## src/rtl/debug_pkg.sv

```systemverilog
// Shared types and encodings for the host debug responder.
package debug_pkg;

    typedef enum logic [2:0] {
        IDLE    = 3'd0,
        RD_RF   = 3'd1,
        DM_ADDR = 3'd2,
        DM_CAP  = 3'd3,
        RESP    = 3'd4
    } state_t;

    localparam logic [1:0] SEL_RF  = 2'd0;
    localparam logic [1:0] SEL_DM  = 2'd1;
    localparam logic [1:0] SEL_CSR = 2'd2;
    localparam logic [1:0] SEL_RSV = 2'd3;

    localparam logic [7:0] CSR_PC  = 8'd0;
    localparam logic [7:0] CSR_CYC = 8'd1;

    localparam int unsigned DATA_W = 32;

endpackage

```

## src/rtl/debug_runctl.sv

```systemverilog
// Halt/step run control: core clock enable, step rising-edge pulse and enabled-cycle counter.
module debug_runctl (
    input  logic        clk,
    input  logic        rst,
    input  logic        halt,
    input  logic        step,
    output logic        cpu_en,
    output logic [31:0] cyc_cnt
);

    logic step_q;

    // A step only matters while halted, and only its rising edge grants one enable cycle.
    always_ff @(posedge clk) begin
        if (rst) begin
            step_q  <= 1'b0;
            cpu_en  <= 1'b0;
            cyc_cnt <= 32'd0;
        end else begin
            step_q <= step;
            cpu_en <= !halt || (step && !step_q);
            if (cpu_en) begin
                cyc_cnt <= cyc_cnt + 32'd1;
            end
        end
    end

endmodule

```

## src/rtl/debug_responder.sv

```systemverilog
// Host debug request responder: reads RF, DM or CSRs and returns one response per request.
module debug_responder
    import debug_pkg::*;
#(
    parameter int unsigned DM_AW = 8,
    parameter int unsigned RF_AW = 5
) (
    input  logic             clk,
    input  logic             rst,
    input  logic             req_valid,
    output logic             req_ready,
    input  logic [1:0]       req_sel,
    input  logic [7:0]       req_addr,
    output logic             resp_valid,
    input  logic             resp_ready,
    output logic [31:0]      resp_data,
    output logic [31:0]      resp_pc,
    output logic             resp_err,
    output logic [RF_AW-1:0] rf_addr,
    input  logic [31:0]      rf_data,
    output logic [DM_AW-1:0] dm_addr,
    output logic             dm_rd_en,
    input  logic [31:0]      dm_data,
    input  logic [31:0]      core_pc,
    input  logic             halt,
    input  logic             step,
    output logic             cpu_en
);

    state_t           state, state_n;
    logic [1:0]       sel_q, sel_n;
    logic [7:0]       addr_q, addr_n;
    logic [31:0]      pc_n, data_n;
    logic             err_n;
    logic [RF_AW-1:0] rf_addr_n;
    logic [DM_AW-1:0] dm_addr_n;
    logic [31:0]      cyc_cnt;
    logic             req_err_c;

    debug_runctl u_runctl (
        .clk     (clk),
        .rst     (rst),
        .halt    (halt),
        .step    (step),
        .cpu_en  (cpu_en),
        .cyc_cnt (cyc_cnt)
    );

    // Requests that are answered immediately with an error and no target access.
    always_comb begin
        req_err_c = 1'b0;
        if (req_sel == SEL_RSV) begin
            req_err_c = 1'b1;
        end else if (req_sel == SEL_RF) begin
            req_err_c = ((req_addr >> RF_AW) != 8'd0);
        end else if (req_sel == SEL_CSR) begin
            req_err_c = (req_addr > CSR_CYC);
        end
    end

    always_comb begin
        state_n   = state;
        sel_n     = sel_q;
        addr_n    = addr_q;
        pc_n      = resp_pc;
        data_n    = resp_data;
        err_n     = resp_err;
        rf_addr_n = rf_addr;
        dm_addr_n = dm_addr;
        case (state)
            IDLE: begin
                if (req_valid) begin
                    sel_n  = req_sel;
                    addr_n = req_addr;
                    pc_n   = core_pc;
                    data_n = 32'd0;
                    err_n  = req_err_c;
                    if (req_err_c) begin
                        state_n = RESP;
                    end else if (req_sel == SEL_DM) begin
                        dm_addr_n = DM_AW'(req_addr);
                        state_n   = DM_ADDR;
                    end else begin
                        // CSR reads share RD_RF timing but leave the RF port untouched.
                        if (req_sel == SEL_RF) begin
                            rf_addr_n = RF_AW'(req_addr);
                        end
                        state_n = RD_RF;
                    end
                end
            end
            RD_RF: begin
                if (sel_q == SEL_RF) begin
                    data_n = (addr_q == 8'd0) ? 32'd0 : rf_data;
                end else begin
                    data_n = (addr_q == CSR_PC) ? resp_pc : cyc_cnt;
                end
                state_n = RESP;
            end
            DM_ADDR: begin
                state_n = DM_CAP;
            end
            DM_CAP: begin
                data_n  = dm_data;
                state_n = RESP;
            end
            RESP: begin
                if (resp_ready) begin
                    state_n = IDLE;
                end
            end
            default: begin
                state_n = IDLE;
            end
        endcase
    end

    // Handshake flags are registered copies of the next-state decode.
    always_ff @(posedge clk) begin
        if (rst) begin
            state      <= IDLE;
            sel_q      <= SEL_RF;
            addr_q     <= 8'd0;
            req_ready  <= 1'b1;
            resp_valid <= 1'b0;
            resp_data  <= 32'd0;
            resp_pc    <= 32'd0;
            resp_err   <= 1'b0;
            dm_rd_en   <= 1'b0;
            rf_addr    <= '0;
            dm_addr    <= '0;
        end else begin
            state      <= state_n;
            sel_q      <= sel_n;
            addr_q     <= addr_n;
            req_ready  <= (state_n == IDLE);
            resp_valid <= (state_n == RESP);
            resp_data  <= data_n;
            resp_pc    <= pc_n;
            resp_err   <= err_n;
            dm_rd_en   <= (state_n == DM_ADDR);
            rf_addr    <= rf_addr_n;
            dm_addr    <= dm_addr_n;
        end
    end

endmodule

```

## config.mk

```make
export PLATFORM = sky130hd
export DESIGN_NAME = debug_responder
export DESIGN_NICKNAME = d
export VERILOG_FILES = /design/src/rtl/debug_pkg.sv /design/src/rtl/debug_runctl.sv /design/src/rtl/debug_responder.sv
export SDC_FILE = /design/constraint.sdc
export NUM_CORES = 1
export LEC_CHECK = 0
export BUFFER_PORTS_ARGS = -buffer_cell sky130_fd_sc_hd__buf_2
export CORE_ASPECT_RATIO = 1.5
export CORE_MARGIN = 2
export CORE_UTILIZATION = 46
export DETAILED_ROUTE_END_ITERATION = 10
export GPL_TIMING_DRIVEN = 0
export HOLD_SLACK_MARGIN = 0.15
export PLACE_DENSITY = 0.87
export SETUP_SLACK_MARGIN = 0.4
export SYNTH_ARGS = -nofsm -noshare
export SYNTH_HDL_FRONTEND = slang
export SYNTH_SLANG_ARGS = --single-unit
```

## constraint.sdc

```tcl
create_clock -name clk -period 1.9 [get_ports clk]
set_clock_uncertainty 0.2 [all_clocks]
set_input_delay 0.19 -clock clk [delete_from_list [all_inputs] [get_ports clk]]
set_output_delay 0.19 -clock clk [all_outputs]
set_load 0.01 [all_outputs]
```

==> results of run 1 <==
-- per-stage QoR --
step | utilization | instances | hold slack (ns) | area (sq um) | worst slack, ns
2_1_floorplan | - | 721 | 0.0743 | 6280 | -0.0475
3_3_place_gp | 0.580 | 1072 | 0.160 | 7440 | -0.216
3_5_place_dp | 0.580 | 1072 | 0.161 | 7440 | -0.221
4_1_cts | 0.801 | 1249 | -0.149 | 10300 | -0.166
-- cells in the mapped netlist (7+ instances only) --
| cell | number |
|---|---|
| a21oi_1 | 88 |
| a221oi_1 | 20 |
| a222oi_1 | 12 |
| a22oi_1 | 11 |
| a31oi_1 | 19 |
| buf_2 | 8 |
| clkbuf_1 | 48 |
| dfxtp_1 | 128 |
| mux2_2 | 13 |
| mux2i_1 | 7 |
| nand2_1 | 105 |
| nand2b_1 | 23 |
| nand3_1 | 22 |
| nand4_1 | 48 |
| nor2_1 | 23 |
| nor2b_1 | 15 |
| nor3_1 | 8 |
| o21ai_0 | 29 |
| o31ai_1 | 13 |
| or3_1 | 8 |
| or4_1 | 16 |
-- timing repair --
item,in CTS
gates resized for setup,224
setup endpoints to repair,119
cloned,9
buffers inserted,32
hold endpoints to repair,97
hold buffers,107
pin swaps,78
-- layer usage --
layer	track usage	GRT overflow
met4	0.576	9
met3	0.322	0
met5	0.0659	0
met2	0.771	8
met1	0.512	0
-- logic make-up after synthesis --
kind of cell	Yosys count	share of synthesized area
compound gates	201	0.210
xor+xnor	11	0.0161
fa+ha+maj	1	0.00209
buf+inv	66	0.0466
flops	128	0.428
mux	20	0.0361
simple gates	294	0.262
==> metrics.txt, run 1 <==
area leader, netlist=dfxtp_1; ranking of synthesized cells by area=dfxtp_1 (43%), a21oi_1 (7.4%), nand2_1 (6.6%), nand4_1 (5.0%), clkbuf_1 (3.0%); # IOs=194; vias in the first global route=9,976; Post-synth ARST share=0; row cnt=51; #FFs+latches synth=128; first-pass GRT wire length=about 58,000 um; top_reg_cell synth=dfxtp_1; Tool Error=[ERROR GRT-0116] Global routing finished with congestion. Check the congestion regions in the DRC Viewer.; die width=97.2 um; TritonCTS Buffers=17; Post-Synthesis Cells=approximately 700; CTS sink count=128; Synth top area share=0.428; clock tree buffer depth=2; syn nets=roughly 830; Port Buf Inserts=192; # H-tree levels=4; Die Y=about 140 um; Post-synth EDFFs=0; Exit stage=5_1_grt; Detail Placement HPWL=16,400 um; GRT overflow=17; status=aborted with a tool error; Syn. warnings=0; pin count of the biggest net entering global routing=17; Final GP Congestion=0.934; Initial Util=0.467; clock root cell=clkbuf_16; mapped cell area=approximately 6000 sq um; GRT Total Usage=0.541; Syn Area/Cell=8.31 sq um; post-synth cell types=50; post-synthesis sequential area ratio=0.428
==> run 2, diff against run 1 <==
--- a/config.mk
+++ b/config.mk
@@ -6,14 +6,11 @@
 export NUM_CORES = 1
 export LEC_CHECK = 0
 export BUFFER_PORTS_ARGS = -buffer_cell sky130_fd_sc_hd__buf_2
-export CORE_ASPECT_RATIO = 1.5
 export CORE_MARGIN = 2
-export CORE_UTILIZATION = 46
+export CORE_UTILIZATION = 40
 export DETAILED_ROUTE_END_ITERATION = 10
 export GPL_TIMING_DRIVEN = 0
-export HOLD_SLACK_MARGIN = 0.15
-export PLACE_DENSITY = 0.87
-export SETUP_SLACK_MARGIN = 0.4
+export PLACE_DENSITY_LB_ADDON = 0.15
 export SYNTH_ARGS = -nofsm -noshare
 export SYNTH_HDL_FRONTEND = slang
 export SYNTH_SLANG_ARGS = --single-unit
==> constraint.sdc (replaced) <==
create_clock -name clk -period 2.5 [get_ports clk]
set_clock_uncertainty 0.2 [all_clocks]
set_input_delay 0.25 -clock clk [delete_from_list [all_inputs] [get_ports clk]]
set_output_delay 0.25 -clock clk [all_outputs]
set_load 0.01 [all_outputs]
==> run 2 against run 1 <==
Compared with the run above: the run now ends clean; synthesized area unchanged; synthesized cell count unchanged.
==> metrics.txt, run 2 <==
CP max stage cell=or4_1; post-synthesis sequential area ratio=0.428 (unchanged); switching power=1.59 mW; first-pass detailed-route iteration total=5; GRT Total Usage=0.274; buffer and inverter count on the worst path=1; DRT Wirelength=22,400 um; Internal=4.05 mW; Post-synth EDFFs=0 (unchanged); Reg2Reg Launch Point=addr_q[3]$_SDFFE_PP0P_; vias in the first global route=6,441; post-layout min period=2.35 ns; # DRC=0; # H-tree levels=4 (unchanged); top flop regs=resp_data (32), resp_pc (32), u_runctl.cyc_cnt (32); crit path launch type=register; max-slew violation count=0; final hold vios=0; Initial Util=0.410 (-0.0564); pin count of the biggest net entering global routing=17; CTS sink count=128 (unchanged); Placed Cells=1,097 (+2.3%); layout cells sized above 1=0.257; Port Buf Inserts=192 (unchanged); Die Y=126 um (-12%); worst skew pair latency=0.42 ns; status=finished, final reports clean; Via density=5.66; ranking of synthesized cells by area=dfxtp_1 (43%), a21oi_1 (7.4%), nand2_1 (6.6%), nand4_1 (5.0%), clkbuf_1 (3.0%); mapped cell area=5990 sq um (unchanged); RSZ-0062 raised after global routing=yes; filler cell count=1,350; total number of vias=6,832; Worst Hold End=resp_data[20]$_SDFFE_PP0P_; period utilization=0.939; commonest non-fill, non-tap cell in the layout=buf_2; Max-slew headroom=0.544; Post-synth ARST share=0 (unchanged); GRT overflow=0; Sequential Power Share=0.395; # IOs=194 (unchanged); clock share of power=0.440; top cells by count, synth=dfxtp_1 (128), nand2_1 (105), a21oi_1 (88); count of final setup violators=0; Switching Share=0.282; Max Cap Viol=0; first-iteration detailed-routing DRC count=between 600 and 700; Min Hold Slack=about 0.015 ns; Cell Pwr Density=657 nW/um^2; Non-Filler Instances=1,208; Comb power frac=0.165; die area=16,000 sq um; Worst Setup SP=addr_q[3]$_SDFFE_PP0P_; Post-Synthesis Cells=721 (unchanged); Setup crit end kind=register; #FFs+latches synth=128 (unchanged); TritonCTS Buffers=17 (unchanged); hold_sp=dm_data[20]; most frequent cells in the layout=buf_2 (200), dfxtp_1 (128), nand2_1 (105), a21oi_1 (88), dlygate4sd3_1 (78); clock transition at the registers of the reported paths=0.06 ns; most instantiated library cell after synthesis=dfxtp_1; Worst Hold Class=input port to register; area leader, netlist=dfxtp_1; post-synth cell types=50 (unchanged); P&R area growth vs syn=43.4%; Final GP Congestion=0.882 (-5.6%); core area=between 10,000 and 15,000 sq um; Synth top area share=0.428 (unchanged); Leak=3.42 nW; clock tree buffer depth=2 (unchanged); row cnt=44 (-14%); Peak VDD IR=roughly 0.46 mV; CP cell instances=or4_1 > nor2_2 > buf_2 > nand4_1 > a31oi_1; FF-to-FF setup slack=0.15 ns; first-pass GRT wire length=34,500 um; top_reg_cell synth=dfxtp_1; CP Max Fanout=10; Detail Placement HPWL=15,900 um (-3.0%); DRT antenna net count=0; Slew @ Worst Pin=0.685 ns; Syn Area/Cell=8.31 sq um (unchanged); syn nets=834 (unchanged); Syn. warnings=0 (unchanged); Arr. time, crit path=2.49 ns; Worst path max stage delay=about 0.63 ns; initial antenna violation count=1; Crit path depth=5; Critical Path RT=2.64 ns; reg2reg end=resp_data[19]$_SDFFE_PP0P_; die width=126 um (+30%); Post-CTS Setup Repair Bufs=0 (-100%); R2R depth=5; final core utilization=0.589; critical path class=register to register; CTS tree=built; clock root cell=clkbuf_16; hold path depth=4; delay-heaviest family, CP=simple AND/OR/NAND/NOR gates; nets=roughly 1,100; Avg WL per Cell=around 19 um; Max Clk Rate=0.426 GHz
==> run 2: cell counts after synthesis <==
No cell type changed its count.
==> run 2: through the flow <==
stage	power (mW)	setup WS [ns]	area [sq um]	setup TNS [ns]
floorplan	2.71	0.495	5990	0
global placement	3.08	-0.0510	7180	-0.0510
detailed placement	3.08	-0.0297	7180	-0.0297
CTS	5.64	0.0181	8550	0
global route	5.87	-0.0143	8590	-0.0143
finish	5.64	0.152	8590	0
==> run 2: power by group through the flow <==
stage | combinational (mW) | clock [mW] | sequential [mW]
after floorplan | 0.419 | 0 | 2.29
final | 0.930 | 2.48 | 2.23
after detailed placement | 0.811 | 0 | 2.27
after global routing | 1.01 | 2.62 | 2.24
after CTS | 0.909 | 2.50 | 2.23
after global placement | 0.808 | 0 | 2.27
==> run 2: layout make-up <==
| type | instances | area [sq um] | area share |
|---|---|---|---|
| Multi-Input combinational cell | 527 | 3180 | 0.370 |
| Sequential cell | 128 | 2560 | 0.298 |
| Timing Repair Buffer | 270 | 1740 | 0.203 |
| Clock buffer | 20 | 457 | 0.0532 |
| Buffer | 62 | 268 | 0.0312 |
| Tap cell | 184 | 230 | 0.0268 |
| Clock inverter | 11 | 131 | 0.0153 |
| Inverter | 4 | 15.0 | 0.00175 |
| Antenna cell | 2 | 5.00 | 0.000583 |
==> run 2: routing by layer <==
layer	share of wire	track usage
met1	0.43	0.361
met2	0.47	0.437
met3	0.071	0.0658
met4	0.034	0.107
met5	0	0
==> run 2: worst max-delay path by stage <==
stage                                             end  slack (ns)
floorplan           u_runctl.cyc_cnt[19]$_SDFFE_PP0P_        0.49
global placement           resp_data[23]$_SDFFE_PP0P_       -0.05
detailed placement         resp_data[23]$_SDFFE_PP0P_       -0.03
CTS                        resp_data[23]$_SDFFE_PP0P_        0.02
global route                 resp_pc[29]$_SDFFE_PP0P_       -0.01
finish                     resp_data[19]$_SDFFE_PP0P_        0.15
==> run 2: logic make-up (layout without fill, tap and decap cells) <==
kind of cell | count (synthesis) | in the layout | share of synthesized area
AND/OR/NAND/NOR | 294 | 294 | 0.262
AO/OA/AOI/OAI | 201 | 201 | 0.210
flip-flops | 128 | 128 | 0.428
buffers and inverters | 66 | 367 | 0.0466
multiplexers | 20 | 20 | 0.0361
XOR/XNOR | 11 | 11 | 0.0161
adder cells (fa/ha/maj) | 1 | 1 | 0.00209
other | 0 | 2 | 0
==> run 2: worst min-delay path, cell delays in order <==
cell and delay, ns:
buf_2 0.07, nand2b_1 0.09, a221oi_1 0.07, a31oi_1 0.12
==> run 2: timing repair <==
action,CTS,global route
hold endpoints to repair,91,0
resized for setup,1,10
setup endpoints to repair,1,35
hold buffers,78,0
(Power assumes the default switching activity.)
==> run 3, diff against run 2 <==
==> constraint.sdc (replaced) <==
create_clock -name clk -period 2.78 [get_ports clk]
set_clock_uncertainty 0.2 [all_clocks]
set_input_delay 0.278 -clock clk [delete_from_list [all_inputs] [get_ports clk]]
set_output_delay 0.278 -clock clk [all_outputs]
set_load 0.01 [all_outputs]
==> run 3 against run 2 <==
Compared with the run above: the flow now finishes with violations (hold timing); final cell count decreased by 0.25%; register-to-register slack improved by 0.14 ns; largest cell class unchanged; power decreased by 10%; fmax decreased by 5.8%; design area decreased by 0.77%; first-iteration DRC count increased by 7.1%; largest power group unchanged.
==> metrics.txt, run 3 (synthesized netlist as in run 2, its figures left out) <==
Port Buf Inserts=192 (unchanged); area used by multi-input combinational logic=3150 sq um (-1.0%); vias in the first global route=6,427 (-0.22%); # H-tree levels=4 (unchanged); hold_buf cts=75 (-3.8%); post-layout min period=2.49 ns (+0.144 ns); Register Area=2560 sq um (unchanged); CP Max Fanout=10 (unchanged); Die Y=126 um (unchanged); # IOs=194 (unchanged); Max-slew headroom=0.404 (-0.140); top flop regs=resp_data (32), resp_pc (32), u_runctl.cyc_cnt (32); first-pass GRT wire length=34,500 um (about the same); pin count of the biggest net entering global routing=17 (unchanged); clock transition at the registers of the reported paths=0.06 ns (about the same); Cell Pwr Density=594 nW/um^2 (-9.6%); failing checks=hold timing; Placed Cells=1,097 (unchanged); crit path launch type=register; clock root cell=clkbuf_16; Critical Path RT=2.87 ns (+0.23 ns); max-slew violation count=0 (unchanged); first-pass detailed-route iteration total=6 (+1); delay-heaviest family, CP=compound AO/OA/AOI/OAI gates; count of final setup violators=0 (unchanged); buffer and inverter count on the worst path=1 (unchanged); # DRC=0 (unchanged); Via density=5.63 (-0.48%); CTS sink count=128 (unchanged); GRT Total Usage=0.274 (about the same); status=finished with violations; DRT antenna net count=0 (unchanged); CTS tree=built; nets=1,120 (-0.27%); CTS resizes=0 (-1); initial antenna violation count=1 (unchanged); Min Hold Slack=-0.00584 ns (-0.0210 ns); Max Cap Viol=0 (unchanged); Post-CTS Setup Repair Bufs=0 (unchanged); fin area=8520 sq um (-0.77%); Post-DP Area=7180 sq um (unchanged); die width=126 um (unchanged); commonest non-fill, non-tap cell in the layout=buf_2; Initial Util=0.410 (unchanged); period utilization=0.896 (-0.0427); Avg WL per Cell=18.5 um (-0.13%); Final WS setup=0.288 ns (+0.136 ns); core area=14,600 sq um (unchanged); clock tree buffer depth=2 (unchanged); Arr. time, crit path=2.58 ns (+0.09 ns); worst skew pair latency=0.42 ns (about the same); Leak=3.39 nW (-0.80%); die area=16,000 sq um (unchanged); layout cells sized above 1=0.252 (-0.00513); most frequent cells in the layout=buf_2 (200), dfxtp_1 (128), nand2_1 (105), a21oi_1 (88), dlygate4sd3_1 (75); Max Clk Rate=0.401 GHz (-5.8%); CP max stage cell=nor4_1; first-iteration detailed-routing DRC count=711 (+7.1%); GRT overflow=0 (unchanged); Worst Hold Class=input port to register; Worst path max stage delay=0.68 ns (+0.05 ns); total number of vias=6,782 (-0.73%); Peak VDD IR=0.419 mV (-9.4%); CP cell instances=nor4_1 > a211oi_1 > clkbuf_1 > a221oi_1 > a31oi_1; Total Negative Setup Slacks=0 ns (unchanged); final core utilization=0.584 (-0.00455); DP Worst Slack=0.250 ns (+0.280 ns); TritonCTS Buffers=17 (unchanged); filler cell count=1,352 (+0.15%); Non-Filler Instances=1,205 (-0.25%); Final GP Congestion=0.882 (unchanged); Slew @ Worst Pin=0.892 ns (+0.208 ns); Detail Placement HPWL=15,900 um (unchanged); final hold vios=1 (+1); critical path class=register to register; Setup crit end kind=register; RSZ-0062 raised after global routing=no; row cnt=44 (unchanged); P&R area growth vs syn=42.3%; DRT Wirelength=22,300 um (-0.38%)
run 3: stage by stage:
step	total power [mW]	hold WS, ns
2_1_floorplan	2.44	0.170
3_3_place_gp	2.77	0.244
3_5_place_dp	2.77	0.247
4_1_cts	5.07	0.000329
5_1_grt	5.26	0.00840
6_report	5.06	-0.00584
run 3: report_power, final:
group          internal (mW)  total (mW)  leakage [nW]  switching (mW)
Combinational          0.336       0.825          2.07           0.489
Clock                   1.37        2.24         0.279           0.867
Sequential              1.93        2.00          1.04          0.0699
run 3: layout make-up:
cell class	count	share of cell area
tap	184	0.0270
buffer	62	0.0310
timing repair buffer	267	0.201
antenna	2	0.000587
sequential	128	0.301
inverter	4	0.00176
clock buffer	20	0.0536
clock inverter	11	0.0154
multi-input combinational	527	0.369
run 3: tightest hold or removal path, stage by stage:
cell and delay, ns:
buf_2 0.08, a221oi_1 0.09, a31oi_1 0.13
run 3: path summary, 6_finish.rpt:
check / startpoint / to / slack [ns] / cells after the start
max: addr_q[3]$_SDFFE_PP0P_ / resp_data[23]$_SDFFE_PP0P_ / 0.29 / 5
min: rf_data[23] / resp_data[23]$_SDFFE_PP0P_ / -0.006 / 3
max reg2reg: addr_q[3]$_SDFFE_PP0P_ / resp_data[23]$_SDFFE_PP0P_ / 0.29 / 5
min reg2reg: dm_addr[3]$_SDFFE_PP0P_ / dm_addr[3]$_SDFFE_PP0P_ / 0.25 / 2
run 3: metal layers:
metal	part of all wire	global-route usage	routed length, um
met4	0.029	0.103	650
met1	0.43	0.361	9580
met3	0.073	0.0654	1630
met2	0.47	0.438	10400
met5	0	0	0
